### config.mk
export PLATFORM = sky130hd
export DESIGN_NAME = qarma64_iround_seq
export DESIGN_NICKNAME = d
export VERILOG_FILES = /design/src/rtl/qarma64_pkg.sv /design/src/rtl/qarma64_iround.sv /design/src/rtl/qarma64_iround_seq.sv
export SDC_FILE = /design/constraint.sdc
export NUM_CORES = 1
export LEC_CHECK = 0
export ABC_AREA = 1
export CAP_MARGIN = 20
export CORE_MARGIN = 2
export CORE_UTILIZATION = 32
export DETAILED_ROUTE_END_ITERATION = 6
export GPL_TIMING_DRIVEN = 1
export SLEW_MARGIN = 15
export SYNTH_ARGS = -nofsm -noshare
export SYNTH_HDL_FRONTEND = slang
export SYNTH_SLANG_ARGS = --single-unit
### constraint.sdc
create_clock -name clk -period 1.6 [get_ports clk]
set_input_delay 0.24 -clock clk [delete_from_list [all_inputs] [get_ports clk]]
set_output_delay 0.24 -clock clk [all_outputs]
set_load 0.02 [all_outputs]
### src/rtl/qarma64_pkg.sv
// Shared QARMA-64 definitions: block/cell types, sequencer states, cell-level
// helpers used by the round logic, and the constants consumed by the
// tweakey-schedule block.
package qarma64_pkg;

  localparam int BLK_W  = 64;
  localparam int CELL_W = 4;

  typedef logic [BLK_W-1:0] qblk_t;

  typedef enum logic [1:0] {
    ST_IDLE = 2'd0,
    ST_RUN  = 2'd1,
    ST_DONE = 2'd2
  } fsm_t;

  // Round constants and reflection constant (tweakey-schedule use).
  localparam qblk_t C0    = 64'h0000000000000000;
  localparam qblk_t C1    = 64'h13198A2E03707344;
  localparam qblk_t C2    = 64'hA4093822299F31D0;
  localparam qblk_t C3    = 64'h082EFA98EC4E6C89;
  localparam qblk_t C4    = 64'h452821E638D01377;
  localparam qblk_t C5    = 64'hBE5466CF34E90C6C;
  localparam qblk_t C6    = 64'h3F84D5B5B5470917;
  localparam qblk_t C7    = 64'h9216D5D98979FB1B;
  localparam qblk_t ALPHA = 64'hC0AC29B7C97C50DD;

  // sigma1 S-box; it is an involution, so it also serves as its own inverse.
  function automatic logic [CELL_W-1:0] sbox(input logic [CELL_W-1:0] x);
    logic [CELL_W-1:0] y;
    case (x)
      4'h0: y = 4'hA;  4'h1: y = 4'hD;  4'h2: y = 4'hE;  4'h3: y = 4'h6;
      4'h4: y = 4'hF;  4'h5: y = 4'h7;  4'h6: y = 4'h3;  4'h7: y = 4'h5;
      4'h8: y = 4'h9;  4'h9: y = 4'h8;  4'hA: y = 4'h0;  4'hB: y = 4'hC;
      4'hC: y = 4'hB;  4'hD: y = 4'h1;  4'hE: y = 4'h2;  default: y = 4'h4;
    endcase
    return y;
  endfunction

  // rho: rotate a cell left by one bit; rho2 rotates by two.
  function automatic logic [CELL_W-1:0] rho(input logic [CELL_W-1:0] x);
    return {x[2:0], x[3]};
  endfunction

  function automatic logic [CELL_W-1:0] rho2(input logic [CELL_W-1:0] x);
    return {x[1:0], x[3:2]};
  endfunction

endpackage

### src/rtl/qarma64_iround.sv
// Combinational QARMA-64 inverse round:
// SubCells -> MixColumns circ(0,rho,rho^2,rho) -> InvShuffleCells -> XOR tk.
// Cell i occupies bits [63-4i -: 4]; the 4x4 grid is row-major (cell = 4*row + col).
module qarma64_iround
  import qarma64_pkg::*;
(
  input  qblk_t indata,
  input  qblk_t tk,
  output qblk_t outdata
);

  typedef logic [0:15][CELL_W-1:0] cells_t;

  // Inverse of the shuffle tau = {0,11,6,13,10,1,12,7,5,14,3,8,15,4,9,2}.
  localparam int TAU_INV [16] = '{0, 5, 15, 10, 13, 8, 2, 7, 11, 14, 4, 1, 6, 3, 9, 12};

  cells_t in_c;
  cells_t sub_c;
  cells_t mix_c;
  cells_t shuf_c;

  assign in_c = indata;

  // Cell-level substitution, column mixing and inverse shuffle.
  always_comb begin
    sub_c  = '0;
    mix_c  = '0;
    shuf_c = '0;
    for (int i = 0; i < 16; i++) begin
      sub_c[i] = sbox(in_c[i]);
    end
    for (int r = 0; r < 4; r++) begin
      for (int c = 0; c < 4; c++) begin
        mix_c[4*r+c] = rho(sub_c[4*((r+1)%4)+c])
                     ^ rho2(sub_c[4*((r+2)%4)+c])
                     ^ rho(sub_c[4*((r+3)%4)+c]);
      end
    end
    for (int i = 0; i < 16; i++) begin
      shuf_c[i] = mix_c[TAU_INV[i]];
    end
  end

  assign outdata = qblk_t'(shuf_c) ^ tk;

endmodule

### src/rtl/qarma64_iround_seq.sv
// Iterative QARMA-64 backward half: one inverse round per clock over ROUNDS
// rounds, tweakeys fetched by index (ROUNDS-1 down to 0) from an external table.
// Handshake: a transfer happens on a rising edge where valid && ready; valid
// is held with stable data until accepted, and ready never depends on the
// same port's valid.
module qarma64_iround_seq
  import qarma64_pkg::*;
#(
  parameter int ROUNDS = 7,
  parameter int IDX_W  = 3
) (
  input  logic             clk,
  input  logic             rst_n,
  input  logic             in_valid,
  output logic             in_ready,
  input  logic [63:0]      in_data,
  output logic [IDX_W-1:0] rk_idx,
  input  logic [63:0]      rk_data,
  output logic             out_valid,
  input  logic             out_ready,
  output logic [63:0]      out_data,
  output logic             busy
);

  localparam logic [IDX_W-1:0] CNT_LOAD = IDX_W'(ROUNDS - 1);

  fsm_t             fsm_q, fsm_d;
  qblk_t            state_q, state_d;
  logic [IDX_W-1:0] cnt_q, cnt_d;
  logic             out_valid_q, out_valid_d;
  qblk_t            round_out;
  logic             accept;

  qarma64_iround u_iround (
    .indata  (state_q),
    .tk      (rk_data),
    .outdata (round_out)
  );

  // DONE can hand off and accept in the same cycle, giving back-to-back blocks.
  assign in_ready  = (fsm_q == ST_IDLE) || ((fsm_q == ST_DONE) && out_ready);
  assign accept    = in_valid && in_ready;
  assign rk_idx    = (fsm_q == ST_RUN) ? cnt_q : '0;
  assign busy      = (fsm_q != ST_IDLE);
  assign out_valid = out_valid_q;
  assign out_data  = state_q;

  // Next-state logic: load on accept, one round per RUN cycle, hold in DONE.
  always_comb begin
    fsm_d       = fsm_q;
    state_d     = state_q;
    cnt_d       = cnt_q;
    out_valid_d = out_valid_q;
    case (fsm_q)
      ST_IDLE: begin
        if (accept) begin
          state_d = in_data;
          cnt_d   = CNT_LOAD;
          fsm_d   = ST_RUN;
        end
      end
      ST_RUN: begin
        state_d = round_out;
        if (cnt_q == '0) begin
          fsm_d       = ST_DONE;
          out_valid_d = 1'b1;
        end else begin
          cnt_d = cnt_q - IDX_W'(1);
        end
      end
      ST_DONE: begin
        if (accept) begin
          state_d     = in_data;
          cnt_d       = CNT_LOAD;
          fsm_d       = ST_RUN;
          out_valid_d = 1'b0;
        end else if (out_ready) begin
          fsm_d       = ST_IDLE;
          out_valid_d = 1'b0;
        end
      end
      default: begin
        fsm_d       = ST_IDLE;
        out_valid_d = 1'b0;
      end
    endcase
  end

  // State registers; reset aborts any block in flight.
  always_ff @(posedge clk or negedge rst_n) begin
    if (!rst_n) begin
      fsm_q       <= ST_IDLE;
      state_q     <= '0;
      cnt_q       <= '0;
      out_valid_q <= 1'b0;
    end else begin
      fsm_q       <= fsm_d;
      state_q     <= state_d;
      cnt_q       <= cnt_d;
      out_valid_q <= out_valid_d;
    end
  end

endmodule

==> impl_results.md, run 1 <==
* CTS tree: built
* Yosys top cell by area: nand2_1
* Clock Pin Slew Worst Setup and Hold Paths at 0.06 ns
* Via count at 9575
* I/O Buffers at 201
* Crit path kind: register to register
* P&R area growth vs syn at 54.6%
* Detailed-router iteration count before antenna repair at 5
* Yosys reg bits at 70
* Final ANT Viol Nets at 0
* GRT overflow at 0
* CTS Root Cell: clkbuf_16
* Max clock buf depth at 2
* Ys flop type: dfrtp_1
* Ports at 202
* NumNets Final at 1855
* Core Area at 23500 sq um
* Final setup fails at 0
* Worst Hold Class: primary input to asynchronous set/reset pin
* WL met3 at 1.34 mm
* Row Count at 56
* Hold Vio Cnt, Final at 0
* Fin crit share at 99.3%
* Worst-margin pin slew at 0.303 ns
* Via density at 4.68
* CP Data Required Time at 1.83 ns
* Worst-case reg-to-reg path depth at 9
* WL final at 27.9 mm
* Synthesized netlist cell count at 1410
* Max-slew violation count at 0
* Total negative setup slack at 0 ns
* Synthesized Nets at 1544
* Die height at 159 um
* Avg Inst Size Synth at 5.44 sq um
* Initial Util at 32.6%
* Mapped Area at 7660 sq um
* DP HPWL at 21.5 mm
* Min cycle time layout at 1.59 ns
* RR Startpoint: out_data[63]
* H-Tree Depth at 3
* Slew headroom at 79.8%
* Reg2Reg Setup Slack at 0.01 ns
* Max_cap viols at 0
* Largest net degree at the start of global routing at 63
* Top-area cell type share of the netlist area at 31.9%
* M1 wire length at 12.7 mm
* Die Wd at 159 um
* First-pass GRT wire length at 42.9 mm
* EDFF count, synth at 0
* Setup crit end kind: register
* Clock Skew at 0.00906 ns
* GR Util All Layers at 21.0%
* WP data arrival at 1.82 ns
* Fmax at 0.630 GHz
* Asr flop ratio synth at 100%
* DRC viols at 0
* Sink Count at 70
* Seq/Total Area, Yosys at 22.9%
* Proportion of layout cells with a drive suffix above 1 at 23.5%
* Uppermost layer routed: met4
* Worst Setup SP: out_data[63]
* Commonest cells post-synth: 651 x nand2_1, 171 x nor2_1, 163 x nand3_1, 157 x inv_1, 70 x dfrtp_1
* Startpoint types: register
* Die area at 25200 sq um
* Largest cells by area after synthesis: nand2_1 32%, dfrtp_1 23%, nand3_1 11%, nor2_1 8.4%, inv_1 7.7%
* Antenna violations before repair at 3
* Reg-to-Reg End: out_data[22]
* Crit-path max FO at 6
* RSZ-0062 raised after global routing: yes
* Gpl congestion at 0.886
* CTS buffer count at 9
* Count leader, synth: nand2_1
* Initial DRC Count at 488
* Status: complete, no violations
* Yosys Warn Count at 0
* Clock Latency Late Sink at 0.34 ns
* Wire per inst at 13.6 um
* Distinct cell type count after synthesis at 34
* Met2 wire len at 13.3 mm
* Vias in the first global route at 8479
[per-stage QoR]
stage	setup WS, ns	util, %	instance area (sq um)	cells	hold slack [ns]
floorplan	0.0900	-	7660	1410	-0.0556
global placement	-0.171	45.4	10700	1992	0.0955
detailed placement	-0.189	45.4	10700	1992	0.0954
CTS	0.000196	47.1	11000	2014	0.271
global route	-0.0899	50.5	11800	2046	0.280
finish	0.0116	50.5	11900	2048	0.276
[worst max-delay path, stage by stage (launching register included)]
cell	delay, ns
dfrtp_2	0.46
nand2_1	0.12
nand3_1	0.10
nand2_2	0.20
xor2_1	0.18
nand2_1	0.07
nand2_1	0.09
nand2_1	0.12
nand2_1	0.09
nand2_1	0.04
[timing repair]
item	CTS	global route
pin swaps	3	59
endpoints found under the hold margin	8	0
setup endpoints to repair	131	68
gates resized for setup	120	199
buffers inserted	4	32
cloned	1	1
hold buffers	1	0
[cell usage in the layout (no fill, tap or decap), types with 8 or more instances in the layout]
cell type	count
nand2_1	598
nor2_1	151
inv_1	137
nand3_1	131
clkdlybuf4s50_1	131
buf_4	117
nand2_2	62
dlygate4sd2_1	59
dfrtp_2	55
nand3_2	36
inv_2	29
nor2_2	19
xor2_1	19
o21ai_2	15
nand4_1	14
dfrtp_1	14
o21ai_0	13
xnor2_1	13
clkbuf_16	10
nand3b_1	9
o21ai_1	9
a21oi_1	8
buf_6	8
[worst max-delay path by stage]
stage	endpoint	slack (ns)	depth (start not counted)
detailed placement	out_data[36]	-0.19	10
floorplan	out_data[57]	0.09	9
global route	out_data[22]	-0.09	9
global placement	out_data[39]	-0.17	10
CTS	out_data[59]	0.0002	12
finish	out_data[22]	0.01	9
[routing by layer]
layer / vias up / track usage (%)
met2: 209 / 34.9
met3: 35 / 3.61
li1: 4965 / -
met5: - / 0
met1: 4366 / 27.8
met4: 0 / 6.09
[sequential cells by signal (all words and copies together), names as in the netlist]
register   flops
out_data      64
fsm_q          2
out_valid      1
cnt_q          3
[cells by family (layout without fill, tap and decap cells)]
logic type | count (synthesis) | in the layout | share of synthesized area (%)
other cells | 0 | 3 | 0
compound gates | 60 | 60 | 5.18
flops | 70 | 70 | 22.9
buf+inv | 202 | 518 | 11.0
simple gates | 1031 | 1031 | 55.1
xor+xnor | 45 | 45 | 5.53
fa+ha+maj | 2 | 2 | 0.326
[final cells by class]
cell class              count  area, sq um
diodes                      3         7.51
clock buffers              11          243
clock inverters             5         82.6
fillers                  2460        11600
inverters                 170          651
multi-input cells        1138         5600
flip-flops and latches     70         1820
well taps                 319          399
repair buffers            332         3040
Power of run 1 is left out: the tool's default activity adds up to more than one toggle a clock period on the data nets, which glitch-free logic cannot reach.
==> inputs of run 2 (changes only) <==
--- a/config.mk
+++ b/config.mk
@@ -11,6 +11,7 @@
 export CORE_UTILIZATION = 32
 export DETAILED_ROUTE_END_ITERATION = 6
 export GPL_TIMING_DRIVEN = 1
+export MAX_ROUTING_LAYER = met4
 export SLEW_MARGIN = 15
 export SYNTH_ARGS = -nofsm -noshare
 export SYNTH_HDL_FRONTEND = slang
==> impl_results.md, run 2 (synthesis results as in run 1) <==
* First-pass GRT wire length at 43.9 mm (was 42.9 mm)
* Worst Hold Class: primary input to asynchronous set/reset pin (unchanged)
* Slew headroom at 77.9% (was 79.8%)
* GR Util All Layers at 22.2% (was 21.0%)
* Post-place instance area at 10700 sq um (about the same)
* Status: complete, no violations (unchanged)
* Die Wd at 159 um (unchanged)
* Final WS setup at 0.00422 ns (was 0.0116 ns)
* Max reg flops at 64 (unchanged)
* Setup crit end kind: register (unchanged)
* Multi-input gate area at 5650 sq um (was 5600 sq um)
* Ports at 202 (unchanged)
* Fin crit share at 99.7% (was 99.3%)
* P&R area growth vs syn at 54.7% (was 54.6%)
* GRT overflow at 0 (unchanged)
* Die height at 159 um (unchanged)
* Max clock buf depth at 2 (unchanged)
* Reg2Reg Setup Slack at 0.004 ns (was 0.01 ns)
* Min cycle time layout at 1.60 ns (was 1.59 ns)
* DRC viols at 0 (unchanged)
* M1 wire length at 12.8 mm (was 12.7 mm)
* Slowest CP cell: dfrtp_2 (unchanged)
* Max_cap viols at 0 (unchanged)
* NumNets Final at 1850 (was 1855)
* CP Data Required Time at 1.83 ns (about the same)
* Sink Count at 70 (unchanged)
* Hold Vio Cnt, Final at 0 (unchanged)
* Most frequent cells in the layout: 588 x nand2_1, 147 x nor2_1, 135 x inv_1 (was 598 x nand2_1, 151 x nor2_1, 137 x inv_1)
* Clock Skew at 0.00917 ns (was 0.00906 ns)
* Proportion of layout cells with a drive suffix above 1 at 23.7% (was 23.5%)
* Final setup fails at 0 (unchanged)
* Wire per inst at 13.9 um (was 13.6 um)
* Met2 wire len at 13.8 mm (was 13.3 mm)
* Worst-case reg-to-reg path depth at 9 (unchanged)
* Design area at 11900 sq um (about the same)
* Clock Pin Slew Worst Setup and Hold Paths at 0.06 ns (about the same)
* Finished Core Util at 50.5% (about the same)
* Detailed-router iteration count before antenna repair at 5 (unchanged)
* Via count at 9524 (was 9575)
* Clock Latency Late Sink at 0.35 ns (was 0.34 ns)
* I/O Buffers at 201 (unchanged)
* Vias in the first global route at 8728 (was 8479)
* Fmax at 0.627 GHz (was 0.630 GHz)
* WL met3 at 1.41 mm (was 1.34 mm)
* DP HPWL at 21.9 mm (was 21.5 mm)
* Critical Path Max Stage Delay at 0.47 ns (was 0.46 ns)
* Via density at 4.66 (was 4.68)
* Initial DRC Count at 590 (was 488)
* Gpl congestion at 0.892 (was 0.886)
* Reg-to-Reg End: out_data[25] (was out_data[22])
* Largest net degree at the start of global routing at 64 (was 63)
* RSZ-0062 raised after global routing: yes (unchanged)
* WP data arrival at 1.83 ns (was 1.82 ns)
* # fillers at 2454 (was 2460)
* Startpoint types: register (unchanged)
* Core Area at 23500 sq um (unchanged)
* CTS buffer count at 9 (unchanged)
* WL final at 28.4 mm (was 27.9 mm)
* CTS Root Cell: clkbuf_16 (unchanged)
* Antenna violations before repair at 3 (unchanged)
* CTS tree: built (unchanged)
* Worst-margin pin slew at 0.331 ns (was 0.303 ns)
* RR Startpoint: out_data[39] (was out_data[63])
* Critical Path End: out_data[25] (was out_data[22])
* Uppermost layer routed: met4 (unchanged)
* Die area at 25200 sq um (unchanged)
* Register area at 1810 sq um (was 1820 sq um)
* Most used cell, CP: nand2_1 (unchanged)
* Crit-path max FO at 7 (was 6)
* Crit path kind: register to register (unchanged)
* Total negative setup slack at 0 ns (unchanged)
* Crit path cell chain: nor2_2, nand2_1, nand3_2, xor2_1, inv_1, nand2_1, nand3_1, nand2_1, nand2_1 (was nand2_1, nand3_1, nand2_2, xor2_1, nand2_1, nand2_1, nand2_1, nand2_1, nand2_1)
* Commonest non-fill, non-tap cell in the layout: nand2_1 (unchanged)
* Max-slew violation count at 0 (unchanged)
* DP Worst Slack at -0.154 ns (was -0.189 ns)
* Initial Util at 32.6% (unchanged)
* Final ANT Viol Nets at 0 (unchanged)
* H-Tree Depth at 3 (unchanged)
* Worst Setup SP: out_data[39] (was out_data[63])
* Row Count at 56 (unchanged)
-- run 2: changes by cell type in the layout (fill, tap and decap cells not counted), sizes merged --
cell	previous run	this run
inv	169	170
buf	138	131
clkinv	4	5
-- run 2: area by class of cell --
| class | count | area share [%] |
|---|---|---|
| Timing Repair Buffer | 327 | 25.4 |
| Clock buffer | 9 | 1.90 |
| Inverter | 170 | 5.46 |
| Sequential cell | 70 | 15.3 |
| Clock inverter | 7 | 0.813 |
| Antenna cell | 3 | 0.0633 |
| Tap cell | 319 | 3.37 |
| Multi-Input combinational cell | 1138 | 47.7 |
-- run 2: per-layer routing --
layer	up-vias	track usage, %
li1	4948	-
met1	4324	27.7
met2	227	37.9
met3	25	4.21
met4	0	3.71
met5	-	-
-- run 2: worst min-delay path by stage --
stage,end,cells past startpoint
after CTS,out_data[6],2
after detailed placement,out_data[4],1
after floorplan,cnt_q[0],0
final,out_data[4],2
after global routing,out_data[4],2
after global placement,out_data[4],1
-- run 2: timing repair --
action | 4_1_cts | 5_1_grt
endpoints found under the hold margin | 14 | 0
setup buffers | 7 | 20
pin swaps | 2 | 56
gates resized for setup | 117 | 214
gates cloned | 0 | 2
endpoints found under the setup margin | 101 | 67
hold buffers | 1 | 0
-- run 2: worst max-delay path: cells and delay by family (launching register included) --
kind | cells | cell delay [ns]
XOR/XNOR | 1 | 0.21
flip-flops | 1 | 0.47
AND/OR/NAND/NOR | 7 | 0.74
buffers and inverters | 1 | 0.06
-- run 2: stage by stage --
step	std cells	hold slack, ns
2_1_floorplan	1410	-0.0556
3_3_place_gp	1994	0.136
3_5_place_dp	1994	0.137
4_1_cts	2018	0.307
5_1_grt	2043	0.321
6_report	2043	0.303
Power of run 2 is left out for the same reason.
